$ cat config.mk
export PLATFORM = sky130hd
export DESIGN_NAME = ioctl_loader
export DESIGN_NICKNAME = d
export VERILOG_FILES = /design/src/rtl/core_pkg.sv /design/src/rtl/ioctl_loader_fifo.sv /design/src/rtl/ioctl_loader.sv
export SDC_FILE = /design/constraint.sdc
export NUM_CORES = 1
export LEC_CHECK = 0
export CAP_MARGIN = 20
export CORE_ASPECT_RATIO = 2
export CORE_MARGIN = 1
export CORE_UTILIZATION = 40
export DETAILED_ROUTE_END_ITERATION = 7
export PLACE_DENSITY_LB_ADDON = 0.15
export SLEW_MARGIN = 20
export SYNTH_ARGS = -nofsm -noshare
export SYNTH_HDL_FRONTEND = slang
export SYNTH_SLANG_ARGS = --single-unit
$ cat constraint.sdc
create_clock -name clk_sys -period 5.97 [get_ports clk_sys]
set_clock_uncertainty 0.05 [all_clocks]
set_input_delay 0.8955 -clock clk_sys [delete_from_list [all_inputs] [get_ports clk_sys]]
set_output_delay 0.8955 -clock clk_sys [all_outputs]
set_load 0.1 [all_outputs]
$ cat src/rtl/core_pkg.sv
// core_pkg: shared types and constants for the ioctl download path.
// Holds the region enum, loader state enum, FIFO entry struct, default
// region map, and the index-to-region decode helper.
package core_pkg;

  localparam logic [24:0] ROM_BASE_A = 25'h000_0000;
  localparam logic [24:0] ROM_SIZE   = 25'h010_0000;
  localparam logic [24:0] RAM_BASE_A = 25'h100_0000;
  localparam logic [24:0] RAM_SIZE   = 25'h020_0000;

  typedef enum logic [1:0] {
    REGION_ROM,
    REGION_RAM,
    REGION_NONE
  } load_region_t;

  typedef enum logic [1:0] {
    LOAD_IDLE,
    LOAD_ACTIVE,
    LOAD_DRAIN
  } load_state_t;

  typedef struct packed {
    logic [24:0] a;
    logic [15:0] d;
  } load_wr_t;

  // Region code carried in ioctl_index[5:0].
  function automatic load_region_t decode_region(input logic [5:0] code);
    case (code)
      6'd0:    return REGION_ROM;
      6'd1:    return REGION_RAM;
      default: return REGION_NONE;
    endcase
  endfunction

endpackage

$ cat src/rtl/ioctl_loader_fifo.sv
// ioctl_loader_fifo: 2-entry FIFO of load_wr_t. Slot 0 is always the head,
// so the head can drive the memory bus straight from a register.
module ioctl_loader_fifo
  import core_pkg::*;
(
  input  logic       clk_sys,
  input  logic       reset_n,
  input  logic       push,
  input  load_wr_t   push_data,
  input  logic       pop,
  output load_wr_t   head,
  output logic [1:0] count,
  output logic       full
);

  load_wr_t   slot [2];
  logic [1:0] valid;

  assign head  = slot[0];
  assign full  = valid[1];
  assign count = {valid[1], valid[0] & ~valid[1]};

  // Shift-style storage: pop moves slot 1 into slot 0, push fills the first free slot.
  // NOTE: with only two entries the data slots are reset as well, so the memory bus reads 0 out of reset.
  always_ff @(posedge clk_sys or negedge reset_n) begin
    if (!reset_n) begin
      slot[0] <= '0;
      slot[1] <= '0;
      valid   <= 2'b00;
    end else begin
      case ({push, pop})
        2'b10: begin
          if (!valid[0]) begin
            slot[0]  <= push_data;
            valid[0] <= 1'b1;
          end else if (!valid[1]) begin
            slot[1]  <= push_data;
            valid[1] <= 1'b1;
          end
        end
        2'b01: begin
          slot[0] <= slot[1];
          valid   <= {1'b0, valid[1]};
        end
        2'b11: begin
          if (valid[1]) begin
            slot[0] <= slot[1];
            slot[1] <= push_data;
          end else begin
            slot[0] <= push_data;
          end
        end
        default: ;
      endcase
    end
  end

endmodule

$ cat src/rtl/ioctl_loader.sv
// ioctl_loader: receives ioctl download writes, maps them into the ROM or RAM
// region chosen by ioctl_index at session start, queues them in a 2-entry
// FIFO and issues them as SDRAM word writes.
// Optional feature macro: IOCTL_LOADER_CKSUM_EN (running word sum on load_cksum).
module ioctl_loader #(
  parameter logic [24:0] ROM_BASE_A = core_pkg::ROM_BASE_A,
  parameter logic [24:0] ROM_SIZE   = core_pkg::ROM_SIZE,
  parameter logic [24:0] RAM_BASE_A = core_pkg::RAM_BASE_A,
  parameter logic [24:0] RAM_SIZE   = core_pkg::RAM_SIZE
) (
  input  logic        clk_sys,
  input  logic        reset_n,
  input  logic        ioctl_download,
  input  logic [7:0]  ioctl_index,
  input  logic        ioctl_wr,
  input  logic [24:0] ioctl_addr,
  input  logic [15:0] ioctl_dout,
  output logic        ioctl_wait,
  output logic        mem_req,
  output logic [24:0] mem_a,
  output logic [15:0] mem_d,
  input  logic        mem_ack,
  output logic        loading,
  output logic        load_done,
  output logic        load_err,
  output logic [15:0] load_cksum
);

  import core_pkg::*;

  load_state_t  state, state_nxt;
  load_region_t region;
  load_wr_t     wr_entry, head;
  logic [1:0]   count, count_nxt;
  logic [24:0]  base, size;
  logic         full, start, strobe, in_range, push, pop;
  logic         index_unused;

  // Upper index bits carry no region information.
  assign index_unused = ^ioctl_index[7:6];

  // Base and size of the region latched for the current session.
  always_comb begin
    // NOTE: every combinational output gets a default first, so no path can infer a latch.
    base = '0;
    size = '0;
    case (region)
      REGION_ROM: begin base = ROM_BASE_A; size = ROM_SIZE; end
      REGION_RAM: begin base = RAM_BASE_A; size = RAM_SIZE; end
      default: ;
    endcase
  end

  assign mem_req    = (count != 2'd0);
  assign mem_a      = head.a;
  assign mem_d      = head.d;
  assign pop        = mem_ack & mem_req;
  assign start      = (state == LOAD_IDLE) & ioctl_download;
  assign strobe     = (state == LOAD_ACTIVE) & ioctl_wr;
  // Range check on the raw offset, before the base is added.
  assign in_range   = (region != REGION_NONE) & (ioctl_addr < size);
  // A same-cycle pop frees a slot for the incoming strobe.
  assign push       = strobe & in_range & (~full | pop);
  assign wr_entry.a = base + {ioctl_addr[24:1], 1'b0};
  assign wr_entry.d = ioctl_dout;
  assign count_nxt  = count + {1'b0, push} - {1'b0, pop};

  ioctl_loader_fifo u_fifo (
    .clk_sys   (clk_sys),
    .reset_n   (reset_n),
    .push      (push),
    .push_data (wr_entry),
    .pop       (pop),
    .head      (head),
    .count     (count),
    .full      (full)
  );

  // Session sequencing: start on download high, drain on download low, idle once empty.
  always_comb begin
    state_nxt = state;
    case (state)
      LOAD_IDLE:   if (ioctl_download)    state_nxt = LOAD_ACTIVE;
      LOAD_ACTIVE: if (!ioctl_download)   state_nxt = LOAD_DRAIN;
      LOAD_DRAIN:  if (count_nxt == 2'd0) state_nxt = LOAD_IDLE;
      default:                            state_nxt = LOAD_IDLE;
    endcase
  end

  // State register.
  // NOTE: sequential state uses non-blocking assignments so every flop samples pre-edge values.
  always_ff @(posedge clk_sys or negedge reset_n) begin
    if (!reset_n) state <= LOAD_IDLE;
    else          state <= state_nxt;
  end

  // Registered status outputs, region latch and sticky error.
  always_ff @(posedge clk_sys or negedge reset_n) begin
    if (!reset_n) begin
      ioctl_wait <= 1'b0;
      loading    <= 1'b0;
      load_done  <= 1'b0;
      load_err   <= 1'b0;
      region     <= REGION_NONE;
    end else begin
      ioctl_wait <= (count_nxt == 2'd2) || (state_nxt == LOAD_DRAIN);
      loading    <= (state_nxt != LOAD_IDLE);
      load_done  <= (state == LOAD_DRAIN) && (state_nxt == LOAD_IDLE);
      if (start) begin
        load_err <= 1'b0;
        region   <= decode_region(ioctl_index[5:0]);
      end else if (strobe && !push) begin
        load_err <= 1'b1;
      end
    end
  end

`ifdef IOCTL_LOADER_CKSUM_EN
  // Running mod-2^16 sum of acknowledged write data, restarted with each session.
  always_ff @(posedge clk_sys or negedge reset_n) begin
    if (!reset_n)   load_cksum <= '0;
    else if (start) load_cksum <= '0;
    else if (pop)   load_cksum <= load_cksum + mem_d;
  end
`else
  assign load_cksum = 16'h0000;
`endif

endmodule
==> results of run 1 <==
[worst paths after layout]
check                                     start         endpoint  slack (ns)
worst max-delay path             ioctl_addr[21]   u_fifo.head[1]        1.83
min in group clk_sys            u_fifo.head[16]  u_fifo.head[16]        0.43
worst min register to register  u_fifo.head[16]  u_fifo.head[16]        0.43
worst min-delay path                    reset_n  u_fifo.head[14]        0.42
max in group asynchronous               reset_n  u_fifo.head[35]        4.29
worst max register to register        region[1]   u_fifo.head[1]        2.38
[per-stage QoR]
stage                     cell area, µm²  hold slack, ns    util  cells
after floorplan                     4619          0.3972       -    374
after global placement              5210          0.4125  0.4731    534
after detailed placement            5210          0.4164  0.4731    534
after CTS                           5528          0.4319  0.5019    550
after global routing                5528          0.4509  0.5019    550
final                               5528          0.4240  0.5019    550
[logic make-up after synthesis]
family,after synthesis,share of synthesized area
AND/OR/NAND/NOR,75,0.09652
flip-flops,92,0.5048
AO/OA/AOI/OAI,57,0.1105
other,1,0.0008218
adder cells (fa/ha/maj),7,0.01919
XOR/XNOR,3,0.005759
buffers and inverters,85,0.1357
multiplexers,39,0.1267
[critical path: stages]
cell	delay, ns
clkdlybuf4s50_1	0.48
ha_1	0.23
nor4_1	0.30
o2111ai_1	0.18
or2_2	0.35
ha_1	0.24
a21o_2	0.20
buf_4	0.28
nor2_4	0.87
a221o_1	0.29
[layer usage]
| metal | vias up | wire, µm | track usage | part of all wire |
|---|---|---|---|---|
| met5 | - | 0 | 0 | 0 |
| met4 | 0 | 278 | 0.07996 | 0.028 |
| met3 | 16 | 348 | 0.03582 | 0.035 |
| met2 | 84 | 5109 | 0.3021 | 0.52 |
| met1 | 1451 | 4116 | 0.2121 | 0.42 |
| li1 | 1316 | - | - | - |
[final cells by class]
cell class	count	area (µm²)	area share
Multi-Input combinational cell	197	1728	0.3126
Clock inverter	6	88.84	0.01607
Clock buffer	10	229.0	0.04142
Sequential cell	92	2303	0.4167
Tap cell	140	175.2	0.03169
Inverter	6	22.52	0.004074
Timing Repair Buffer	99	980.9	0.1775
[flip-flops by register name (all words and copies together) (netlist names)]
register      cells
load_err          1
u_fifo.slot      41
load_done         1
u_fifo.valid      2
loading           1
u_fifo.head      41
ioctl_wait        1
state             2
region            2
[layout by cell type, fill, tap and decap left out, types with 3 or more instances in the layout]
cell / synthesis / final
mux2_4: 37 / 37
nand3_1: 3 / 3
nand2_1: 5 / 5
clkdlybuf4s50_1: 0 / 95
conb_1: 1 / 16
nand2b_1: 5 / 5
and3_1: 40 / 40
clkbuf_16: 0 / 9
nor2_1: 9 / 8
buf_4: 57 / 4
ha_1: 7 / 7
nor2b_1: 3 / 3
dfrtp_1: 91 / 91
inv_1: 5 / 5
o21ai_0: 5 / 5
a21oi_1: 4 / 3
a221o_1: 39 / 39
[where the power goes]
group          leakage [nW]  switching (mW)  internal, mW
sequential             1.22          0.0437         0.687
combinational          1.27           0.537         0.175
clock                 0.149           0.241         0.367
==> out/metrics.cfg, run 1 <==
[critical_path]
critPathRequiredTime_ns=6.18
critPathKind=input port to register
arrival_ns=4.35
r2r_cells=10
crit_fanout=43
endpoint_kind=register
critPathLaunchType=input port

[clocking]
cts_hold_buf=0
clkTransAtPathRegs_ns=0.07
ctsLongestPathBuffers=2
cts_setup_buffers=0
clock-sinks=92
htreeDepth=3
clk_latency_ns=0.33
cts-root-buf=clkbuf_16
postCtsResizedCells=0
cts_tree=done
cts_buffers=9

[synthesis]
yosysMostFrequentCell=dfrtp_1
synth-async-reset-ratio=1.000
synth-seq-area-share=0.5048
synth.largest_area_cell=dfrtp_1
synth_warnings=0
synthesis.instances=359
yosysUniqueCellTypes=41
synth_common_cells=dfrtp_1 (91), buf_4 (57), and3_1 (40)
synth.avg_cell_area_um2=12.71
synth-seq-cells=92
synth_area_leaders=dfrtp_1 (50%), mux2_4 (12%), buf_4 (9.4%)
yosys.area.top_type_share=0.4990
synth_area_mm2=0.004563
synth_edf_count=0
synth_flop_cell=dfrtp_1

[pwr]
peakVddDrop_mv=0.2873
cellPowerDensity_mw_per_mm2=371.1
leakage_nw=2.640
finalPower_mw=2.051

[place]
dp_slack_ns=1.432
port_buffers=96
gp_congestion=0.7350
hpwl_mm=6.260

[timing]
relSlewSlack=0.2805
rsz0062_at_grt=no
max_clock_freq_mhz=241.6
fin_crit_ns=4.138
setup_viol=0
maxSlewViolCount=0
tns_ns=0
setup_ws_ns=1.832
tightest_slew_ns=1.076
finalCritPeriodShare=0.6932
finalHoldViolations=0

[floorplanning]
io_pins=116
fp.dieArea_mm2=0.01187
initial_core_util=0.4143
die_x_um=77.53
num_rows=54
die_h_um=153.1
core_mm2=0.01101

[global_routing]
grt_pass1_wl_mm=16.33
grtUsageTotal=0.1773
grt_pass1_vias=3063
grt_max_degree=64
overflow=0
antenna_found_initial=0

[drt]
wl_mm=9.853
antenna_left=0
viasPerCell=5.213
vias=2867
drc=0
drtPass1Iterations=4
avgRoutedWirePerCell_um=17.91
drtIter0Drc=146

[final_layout]
syn_to_final_growth_pct=21.14
drive_above_1_share=0.1659
fin_nets=466
n_antenna_cell=0
fillers=995

[job]
maxCapViolCount=0

[status]
status=finished, final reports clean

[min_path]
hp-class=input port to async pin

(Power assumes the default switching activity.)
==> inputs of run 2 (changes only) <==
Clock period 5.97 ns to 3.8 ns, I/O delays scaled along.
==> run 2 against run 1 <==
Clock-buffer cell count fell by 1. Sequential cell count did not move. Hold slack got worse by 0.11 ns. First-iteration DRC count up 22%. Die area unchanged. Critical path depth is 1 lower. Global-route usage decreased by 0.54 points. Utilization up 0.58 points. Register-to-register slack worse by 1.8 ns. Largest cell class unchanged.
==> out/metrics.cfg, run 2 (synthesis results as in run 1) <==
[timing]
max_clock_freq_mhz=292.7
setup_ws_ns=0.3841  ; -1.448 ns
tightest_slew_ns=1.056  ; -0.01948 ns
setup_viol=0  ; unchanged
fin_crit_ns=3.416
finalHoldViolations=0  ; unchanged
hold_slack_ns=0.3103  ; -0.1136 ns
finalCritPeriodShare=0.8989
tns_ns=0  ; unchanged
maxSlewViolCount=0  ; unchanged
rsz0062_at_grt=no
relSlewSlack=0.2935  ; +0.01303

[place]
port_buffers=96  ; unchanged
hpwl_mm=6.101  ; -2.5%
dp_cells=538  ; +0.75%
placed_area_mm2=0.005278  ; +1.3%
dp_slack_ns=0.004610  ; -1.427 ns
gp_congestion=0.8038  ; +9.4%

[final_layout]
layout_common_cells=clkdlybuf4s50_1 (95), dfrtp_1 (91), and3_1 (40), a221o_1 (39), mux2_4 (37)
fin_nets=470  ; +0.86%
fin_area_mm2=0.005592  ; +1.2%
syn_to_final_growth_pct=22.54
final_common_cell=clkdlybuf4s50_1
fin_util=0.5077  ; +0.005795
final_cells=553  ; +0.55%
drive_above_1_share=0.1743  ; +0.008480
n_antenna_cell=0  ; unchanged
fillers=965  ; -3.0%

[floorplanning]
num_rows=54  ; unchanged
die_h_um=153.1  ; unchanged
core_mm2=0.01101  ; unchanged
die_x_um=77.53  ; unchanged
io_pins=116  ; unchanged
fp.dieArea_mm2=0.01187  ; unchanged
initial_core_util=0.4143  ; unchanged

[pwr]
seq_power_share=0.357  ; about the same
swShare=0.3988  ; -0.001861
combinationalPowerShare=0.348  ; about the same
leakage_nw=2.669  ; +1.1%
clkPwrFrac=0.295  ; about the same
finalPower_mw=3.208  ; +56%
peakVddDrop_mv=0.3984  ; +39%
p_sw_mw=1.279  ; +56%
cellPowerDensity_mw_per_mm2=573.6  ; +55%
p_int_mw=1.928  ; +57%

[clocking]
ctsLongestPathBuffers=2  ; unchanged
postCtsResizedCells=0  ; unchanged
clkTransAtPathRegs_ns=0.07  ; about the same
cts_hold_buf=0  ; unchanged
cts-root-buf=clkbuf_16
htreeDepth=3  ; unchanged
cts_setup_buffers=0  ; unchanged
clk_latency_ns=0.33  ; about the same
cts_buffers=9  ; unchanged
cts_tree=done
clock-sinks=92  ; unchanged

[global_routing]
grt_pass1_vias=2965  ; -3.2%
grt_max_degree=76  ; +19%
overflow=0  ; unchanged
grt_pass1_wl_mm=15.85  ; -3.0%
antenna_found_initial=0  ; unchanged
grtUsageTotal=0.1719  ; -0.005449

[drt]
viasPerCell=5.098  ; -2.2%
avgRoutedWirePerCell_um=17.19  ; -4.1%
drtIter0Drc=178  ; +22%
drc=0  ; unchanged
vias=2819  ; -1.7%
antenna_left=0  ; unchanged
wl_mm=9.505  ; -3.5%
drtPass1Iterations=4  ; unchanged

[critical_path]
arrival_ns=3.63  ; -0.72 ns
critPathRequiredTime_ns=4.02  ; -2.16 ns
critPathLaunchType=input port
endpoint_kind=register
critPathKind=input port to register
crit_fanout=39  ; -9.3%

[min_path]
hp-class=input port to async pin

[status]
status=finished, final reports clean

[job]
maxCapViolCount=0  ; unchanged

-- run 2: cell count changes in the layout (fill, tap and decap cells not counted) --
cell      delta
buf_12       +3
buf_4        +1
clkbuf_1     -1
clkinv_4     -1
inv_6        +1
-- run 2: final cells by class --
class	instances	area (µm²)	area share
clock buffer	9	225.2	0.04028
clock inverter	6	88.84	0.01589
inverter	6	22.52	0.004028
multi-input combinational	197	1728	0.3090
sequential	92	2303	0.4119
tap	140	175.2	0.03133
timing repair buffer	103	1049	0.1875
-- run 2: power by group through the flow --
stage / Clock, mW / Combinational, mW / Sequential [mW]
final: 0.945 / 1.12 / 1.15
after global routing: 1.02 / 1.16 / 1.16
after CTS: 0.979 / 1.12 / 1.15
after detailed placement: 0 / 1.12 / 1.17
after global placement: 0 / 1.12 / 1.16
after floorplan: 0 / 0.810 / 1.27
-- run 2: path summary, 6_finish.rpt --
kind	from	end	slack, ns	depth (start not counted)
max in group asynchronous	reset_n	u_fifo.slot[12]	2.58	2
worst min-delay path	reset_n	u_fifo.head[18]	0.31	1
min in group clk_sys	u_fifo.head[40]	u_fifo.head[40]	0.45	1
worst min register to register	u_fifo.head[40]	u_fifo.head[40]	0.45	1
worst max-delay path	ioctl_addr[21]	u_fifo.head[12]	0.38	9
worst max register to register	region[1]	u_fifo.head[12]	0.58	9
-- run 2: metal layers --
| layer | share of wire | wire length (µm) | track usage | vias up |
|---|---|---|---|---|
| li1 | - | - | - | 1330 |
| met2 | 0.52 | 4918 | 0.2866 | 77 |
| met4 | 0.021 | 195 | 0.07547 | 0 |
| met5 | 0 | 0 | 0 | - |
| met3 | 0.040 | 377 | 0.03463 | 14 |
| met1 | 0.42 | 4014 | 0.2123 | 1398 |
-- run 2: worst max-delay path: stages --
cell	delay (ns)
clkdlybuf4s50_1	0.46
ha_1	0.22
nor4_1	0.28
o2111ai_1	0.17
or2_2	0.35
ha_1	0.24
a21o_2	0.23
nor2_4	0.81
a221o_1	0.29
